==> config.mk <==
export PLATFORM = sky130hd
export DESIGN_NAME = rle_tx_arbiter
export DESIGN_NICKNAME = d
export VERILOG_FILES = /design/src/rtl/rle_tx_arbiter.sv
export SDC_FILE = /design/constraint.sdc
export NUM_CORES = 1
export LEC_CHECK = 0
export CAP_MARGIN = 5
export CORE_UTILIZATION = 55
export CTS_CLUSTER_SIZE = 24
export DETAILED_ROUTE_END_ITERATION = 8
export PLACE_DENSITY = 0.76
export SYNTH_ARGS = -nofsm -noshare
export SYNTH_HDL_FRONTEND = slang
export SYNTH_SLANG_ARGS = --single-unit
export TNS_END_PERCENT = 1
==> constraint.sdc <==
create_clock -name clock -period 5.8 [get_ports clock]
set_input_delay 0.87 -clock clock [delete_from_list [all_inputs] [get_ports clock]]
set_output_delay 0.87 -clock clock [all_outputs]
set_load 0.01 [all_outputs]
==> src/rtl/rle_tx_arbiter.sv <==
// Round-robin arbiter and framed serializer that shares one txd line between two RLE channels.
// Optional build macro: RLE_ARB_PARITY_EN adds an even parity bit over {id, data} before the stop bit.
module rle_tx_arbiter #(
  parameter int BIT_CYCLES = 1,
  parameter int GAP_BITS   = 1
) (
  input  logic       clock,
  input  logic       reset_,
  input  logic       dav0_,
  input  logic [7:0] data0,
  output logic       rfd0,
  input  logic       dav1_,
  input  logic [7:0] data1,
  output logic       rfd1,
  output logic       txd,
  output logic       busy
);

`ifdef RLE_ARB_PARITY_EN
  localparam int FRAME_BITS = 12;
`else
  localparam int FRAME_BITS = 11;
`endif
  // The start bit is driven directly at capture; the shift register holds the rest of the frame.
  localparam int SR_W      = FRAME_BITS - 1;
  localparam int GAP_TOTAL = GAP_BITS * BIT_CYCLES;

  localparam logic [15:0] CYC_LAST = 16'(BIT_CYCLES - 1);
  localparam logic [15:0] GAP_LAST = 16'((GAP_TOTAL > 0) ? GAP_TOTAL - 1 : 0);
  localparam logic [3:0]  BIT_LAST = 4'(FRAME_BITS - 1);

  typedef enum logic [1:0] {IDLE, SHIFT, GAP, ACK} state_t;

  state_t          state;
  logic            last;
  logic            gnt;
  logic [SR_W-1:0] shreg;
  logic [3:0]      bit_cnt;
  logic [15:0]     cyc_cnt;
  logic [15:0]     gap_cnt;

  logic            req_any;
  logic            pick;
  logic [7:0]      pick_data;
  logic [SR_W-1:0] load_word;
  logic            gnt_dav_;

  // NOTE: every signal written here gets a default first, so no path leaves it unassigned and no latch is inferred.
  always_comb begin
    req_any = ~dav0_ | ~dav1_;
    pick    = 1'b0;
    if (~dav0_ & ~dav1_) begin
      pick = ~last;
    end else if (dav0_) begin
      pick = 1'b1;
    end
    pick_data = pick ? data1 : data0;
`ifdef RLE_ARB_PARITY_EN
    load_word = {1'b1, ^{pick, pick_data}, pick_data, pick};
`else
    load_word = {1'b1, pick_data, pick};
`endif
    gnt_dav_ = gnt ? dav1_ : dav0_;
  end

  // NOTE: sequential state uses non-blocking assignments so every register updates from pre-edge values.
  always_ff @(posedge clock) begin
    if (!reset_) begin
      state   <= IDLE;
      txd     <= 1'b1;
      rfd0    <= 1'b1;
      rfd1    <= 1'b1;
      busy    <= 1'b0;
      last    <= 1'b1;
      gnt     <= 1'b0;
      shreg   <= '1;
      bit_cnt <= '0;
      cyc_cnt <= '0;
      gap_cnt <= '0;
    end else begin
      case (state)
        IDLE: begin
          if (req_any) begin
            gnt     <= pick;
            last    <= pick;
            shreg   <= load_word;
            txd     <= 1'b0;
            busy    <= 1'b1;
            bit_cnt <= '0;
            cyc_cnt <= '0;
            if (pick) rfd1 <= 1'b0;
            else      rfd0 <= 1'b0;
            state   <= SHIFT;
          end
        end
        SHIFT: begin
          if (cyc_cnt == CYC_LAST) begin
            cyc_cnt <= '0;
            if (bit_cnt == BIT_LAST) begin
              txd     <= 1'b1;
              gap_cnt <= '0;
              if (GAP_TOTAL == 0) state <= ACK;
              else                state <= GAP;
            end else begin
              // Shifting in ones leaves the line at mark once the stop bit has gone out.
              txd     <= shreg[0];
              shreg   <= {1'b1, shreg[SR_W-1:1]};
              bit_cnt <= bit_cnt + 4'd1;
            end
          end else begin
            cyc_cnt <= cyc_cnt + 16'd1;
          end
        end
        GAP: begin
          if (gap_cnt == GAP_LAST) state <= ACK;
          else                     gap_cnt <= gap_cnt + 16'd1;
        end
        ACK: begin
          if (gnt_dav_) begin
            if (gnt) rfd1 <= 1'b1;
            else     rfd0 <= 1'b1;
            busy  <= 1'b0;
            state <= IDLE;
          end
        end
        default: state <= IDLE;
      endcase
    end
  end

endmodule
# Word level (Yosys, flattened, before mapping)
# Cells that the tools add are included.
[word_totals] ff_bits=54
[op_classes] addsub=3 n_eq_ne=15 muxes=42 n_bitwise=5 reduce_logical=15
[ops] operator="$mux 16" count=5
[ops] operator="$pmux 16 s2" count=2
[ops] operator="$add 16x1->16 const B" count=2
[ops] operator="$logic_not 16->1" count=2
[ops] operator="$mux 10" count=3
[ops] operator="$ne 2x2->1 const B" count=11
[ops] operator="$pmux 10 s2" count=1
[ops] operator="$mux 1" count=16
[ops] operator="$reduce_and 5->1" count=3
[ops] operator="$mux 4" count=3
[ops] operator="$mux 2" count=5
[ops] operator="$mux 8" count=1
[ops] operator="$pmux 1 s2" count=4
[ops] operator="$pmux 2 s4" count=1
[ops] operator="$pmux 4 s2" count=1
[ops] operator="$reduce_and 4->1" count=2
[ops] operator="$reduce_and 3->1" count=2
[ops] operator="$reduce_bool 2->1" count=3
[ops] operator="$add 4x1->4 const B" count=1
[ops] operator="$eq 2x2->1 const B" count=2
[ops] operator="$eq 4x4->1 const B" count=1
[ops] operator="$reduce_and 2->1" count=2
[ops] operator="$not 1->1" count=3
[ops] operator="$eq 2x1->1 const B" count=1
[ops] operator="3 further kinds" count=3

# Longest topological paths before layout
[logic_depth] word_depth=6 ltp_mapped=9 ltp_nobuf=7

# Worst setup path before layout
# OpenSTA, ideal clock, no wires.
[synth_path] kind="in2reg" startpoint="in dav1_" endpoint="reg shreg[8]" setup_ns=0.131 t_arrival_ns=1.966 required_ns=5.669 path_slack_ns=3.703 stages=5 path_buffers=1 cell_sequence="o21bai_1 -> buf_1 -> inv_1 -> a2111oi_0 -> o21ai_1"
[synth_between] elab_chain_len=6
[synth_rtl] element="start: declaration" line_no="12" text="input logic dav1_,"
[synth_rtl] element="$not 1->1 *" line_no="50, 52"
[synth_rtl] element="$and 1x1->1" line_no="52" text="if (~dav0_ & ~dav1_) begin"
[synth_rtl] element="$mux 1" line_no="52"
[synth_rtl] element="$mux 8" line_no="57" text="pick_data = pick ? data1 : data0;"
[synth_rtl] element="$mux 10" line_no="83" text="if (req_any) begin"
[synth_rtl] element="$pmux 10 s2" line_no="81" text="case (state)"
[synth_rtl] element="end signal: assignment" line_no="86" text="shreg <= load_word;"
[synth_rtl] element="end signal: assignment" line_no="107" text="shreg <= {1'b1, shreg[SR_W-1:1]};"
[synth_rtl] element="end: declaration" line_no="37" text="logic [SR_W-1:0] shreg;"
# Mark *: on every way between the ends. The rest lies on a longest branch, timed or not. The select of a mux whose other input is x is not followed.
# A chain may end at the register's enable or synchronous reset.

# Final worst setup path
[layout_path] startpoint="reg state[1]" endpoint="reg gap_cnt[14]"
[layout_between] elab_chain_len=3
[layout_rtl] element="start: declaration" line_no="34" text="state_t state;"
[layout_rtl] element="start signal: assignment" line_no="69" text="state <= IDLE;"
[layout_rtl] element="start signal: assignment" line_no="93" text="state <= SHIFT;"
[layout_rtl] element="start signal: assignment" line_no="102" text="if (GAP_TOTAL == 0) state <= ACK;"
[layout_rtl] element="$eq 2x2->1 or $eq 2x1->1 (tied branches)" line_no="81"
[layout_rtl] element="$ne 2x2->1 (no line) or $reduce_bool 2->1 (tied branches)"
[layout_rtl] element="$reduce_and 4->1 (no line)"
[layout_rtl] element="end signal: assignment" line_no="116" text="else gap_cnt <= gap_cnt + 16'd1;"
[layout_rtl] element="end: declaration" line_no="40" text="logic [15:0] gap_cnt;"
# Several ways; a longest one is shown, not always the timed one.

==> flow_summary.yaml <==
pwr:
  finalPower_mw: 1.21
  ir_worst_vdd_mv: 0.270
  leakage_nw: 1.13
  powerDensity_nw_per_um2: 370
sta:
  slew_headroom: 0.304
  max_freq_mhz: 360
  whs_ps: 505
  setup_violations: 0
  rsz0062_at_grt: "no"
  finClkSkew_ps: 12.3
  min_period_ps: 2780
  final-hold-violation-count: 0
  drv_slew: 0
  post-route-period-util: 0.479
  tns_ps: 0
  worst_pin_slew_ps: 1040
cells_and_area:
  layout-drive-gt1-share: 0.0419
  fillCellCount: 491
  fin_cells: 452
  area_delta_synth_final_pct: 11.5
  final_net_count: 412
  post-route-cell-area_um2: 3280
  antenna_cells: 0
critical_path:
  r2r_cells: 6
  critPathKind: "flip-flop to flip-flop"
  crit_top_cell: "inv_1"
  start_kind: "flip-flop"
  cp_num_cells: 6
  rr_endpoint: "gap_cnt[14]$_SDFFE_PN0P_"
  crit_family: "compound AO/OA/AOI/OAI gates"
  critical_path_buf_inv_count: 2
  crit_fanout: 23
  slowest_delay_ps: 840
  crit_chain: "inv_1 > ha_1 > inv_1 > a2bb2oi_1 > o21ai_0 > a21oi_1"
  crit_start: "state[1]$_SDFFE_PN0P_"
  regToRegStartpoint: "state[1]$_SDFFE_PN0P_"
  crit_slowest_cell: "a2bb2oi_1"
  cp.arrival_ps: 3010
  r2r_slack_ps: 3020
  crit_end: "gap_cnt[14]$_SDFFE_PN0P_"
  cp.required_ps: 6040
  end_kind: "flip-flop"
grt:
  gr-total-overflow: 0
  grt_pass1_vias: 2409
  grt_antenna_before_repair: 0
  grt_pass1_wl_mm: 10.9
  grt_max_degree: 25
  track_usage: 0.250
synth:
  synth_warnings: 0
  synth_flop_cell: "dfxtp_1"
  mappedNetlistNets: 399
  synth.distinct_cells: 51
  avgSynthCellArea_um2: 7.96
  yosys.area_share.simple: 0.261
  syn_area_um2: 2940
  synth_top_family_by_area: "simple AND/OR/NAND/NOR gates"
  synth_fa_ha_area_frac: 0.0426
  postSynthCellCount: 369
  async_flop_share: 0
  synth-edff-count: 0
  yosys.area_share.xor_xnor: 0.0268
  synthTopCellsByArea: "dfxtp_1 36%, a21oi_1 4.9%, o21ai_0 4.6%"
  netlist.top_cell.by_area: "dfxtp_1"
  muxShareOfSynthArea: 0.0341
  synth_top_area_frac: 0.361
  synth_compound_area_frac: 0.221
  synth_seq_cells: 53
  ys_seq_area_frac: 0.361
floorplanning:
  rows: 26
  dieArea_um2: 5640
  io_pins: 24
  die_y_um: 75.1
  initial_core_util: 0.572
  die_x_um: 75.1
  core_um2: 5140
routing:
  ant_nets: 0
  avgRoutedWirePerCell_um: 14.7
  dr.pass1.iters: 5
  vias: 2771
  drc_errors: 0
  wl_mm: 6.66
  vias_per_cell: 6.13
  drt_iter0_markers: 215
placement:
  placed_cells: 445
  dpl_cell_area_um2: 3170
  dp_hpwl_mm: 4.52
  port_buffers: 23
  gp_congestion: 0.902
clock_tree:
  post_cts_buffers: 0
  insertion_delay_ps: 310
  clockBufferDepth: 2
  cts_resized: 0
  cts_root_buf: "clkbuf_8"
  cts_htree_levels: 2
  tritoncts: "built"
  clock-sinks: 53
  cts_buffers: 5
  cts_hold_buf: 0
  clk_pin_slew_ps: 100
hold_path:
  hold_path_class: "flip-flop to flip-flop"
flow_run:
  cap_violations: 0
outcome:
  status: "complete, no violations"
-- stage by stage --
stage | utilization | worst slack, ps
6_report | 0.638 | 3020
5_1_grt | 0.638 | 2630
4_1_cts | 0.638 | 3030
3_5_place_dp | 0.618 | 2830
3_3_place_gp | 0.618 | 2840
2_1_floorplan | - | 3700
-- layer usage --
metal	part of all wire	track usage	vias to the layer above	wire length [µm]
li1	-	-	1379	-
met2	0.48	0.419	86	3220
met4	0.011	0.0818	0	75
met3	0.046	0.0442	7	304
met1	0.46	0.327	1299	3060
met5	0	0	-	0
-- worst register-to-register path, stage by stage (launching register included) --
cell       delay [ps]
dfxtp_1           350
inv_1              90
ha_1              670
inv_1             400
a2bb2oi_1         850
o21ai_0           210
a21oi_1           150
-- synthesized netlist by cell type (all sizes together), types with 7 or more instances --
cell	n
a31oi	12
clkbuf	14
inv	15
nand2	33
nor4	8
and3	7
o211ai	10
or3	7
a21oi	30
nand4	8
dfxtp	53
mux2i	10
nor2	36
o21ai	33
ha	10
nand3	21
-- cells in the final DEF (no fill, tap or decap), types with 10 or more instances in the layout --
master	netlist	layout
mux2i_1	10	10
nand2_1	33	33
dfxtp_1	53	53
clkdlybuf4s50_1	0	23
o211ai_1	10	10
a31oi_1	12	12
nor2_1	35	35
a21oi_1	29	29
nand3_1	21	21
inv_1	15	15
o21ai_0	27	27
ha_1	10	10
-- logic make-up after synthesis --
family,Yosys count
and+or+nand+nor,146
buffers and inverters,35
AOI/OAI and AO/OA,106
xor gates and xnor gates,9
muxes,10
adders and majority gates,10
DFF,53
-- state kept, by name, summed over array words and instances (netlist names) --
register,cells
bit_cnt,4
busy,1
cyc_cnt,16
gap_cnt,16
gnt,1
last,1
rfd0,1
rfd1,1
shreg,9
state,2
txd,1
-- worst min path at each step --
stage / from / endpoint / cells past startpoint
floorplan: gap_cnt[10]$_SDFFE_PN0P_ / gap_cnt[10]$_SDFFE_PN0P_ / 2
global placement: gap_cnt[15]$_SDFFE_PN0P_ / gap_cnt[15]$_SDFFE_PN0P_ / 2
detailed placement: gap_cnt[10]$_SDFFE_PN0P_ / gap_cnt[10]$_SDFFE_PN0P_ / 2
CTS: bit_cnt[2]$_SDFFE_PN0P_ / bit_cnt[2]$_SDFFE_PN0P_ / 2
global route: bit_cnt[2]$_SDFFE_PN0P_ / bit_cnt[2]$_SDFFE_PN0P_ / 2
finish: gap_cnt[10]$_SDFFE_PN0P_ / gap_cnt[10]$_SDFFE_PN0P_ / 2
-- where the power goes --
part           internal [mW]  total, mW  switching (mW)  leakage (nW)
combinational          0.178      0.502           0.324         0.641
sequential             0.425      0.468          0.0431         0.432
clock                  0.126      0.243           0.118        0.0540
total                  0.728       1.21           0.485          1.13
-- area by class of cell --
class                   count  area [µm²]  area share
repair buffers             25         245      0.0748
multi-input cells         281        1720       0.525
well taps                  70        87.6      0.0267
clock buffers               5        68.8      0.0210
clock inverters             2        35.0      0.0107
flip-flops and latches     53        1060       0.324
inverters                  16        60.1      0.0183
(Power assumes the default switching activity.)
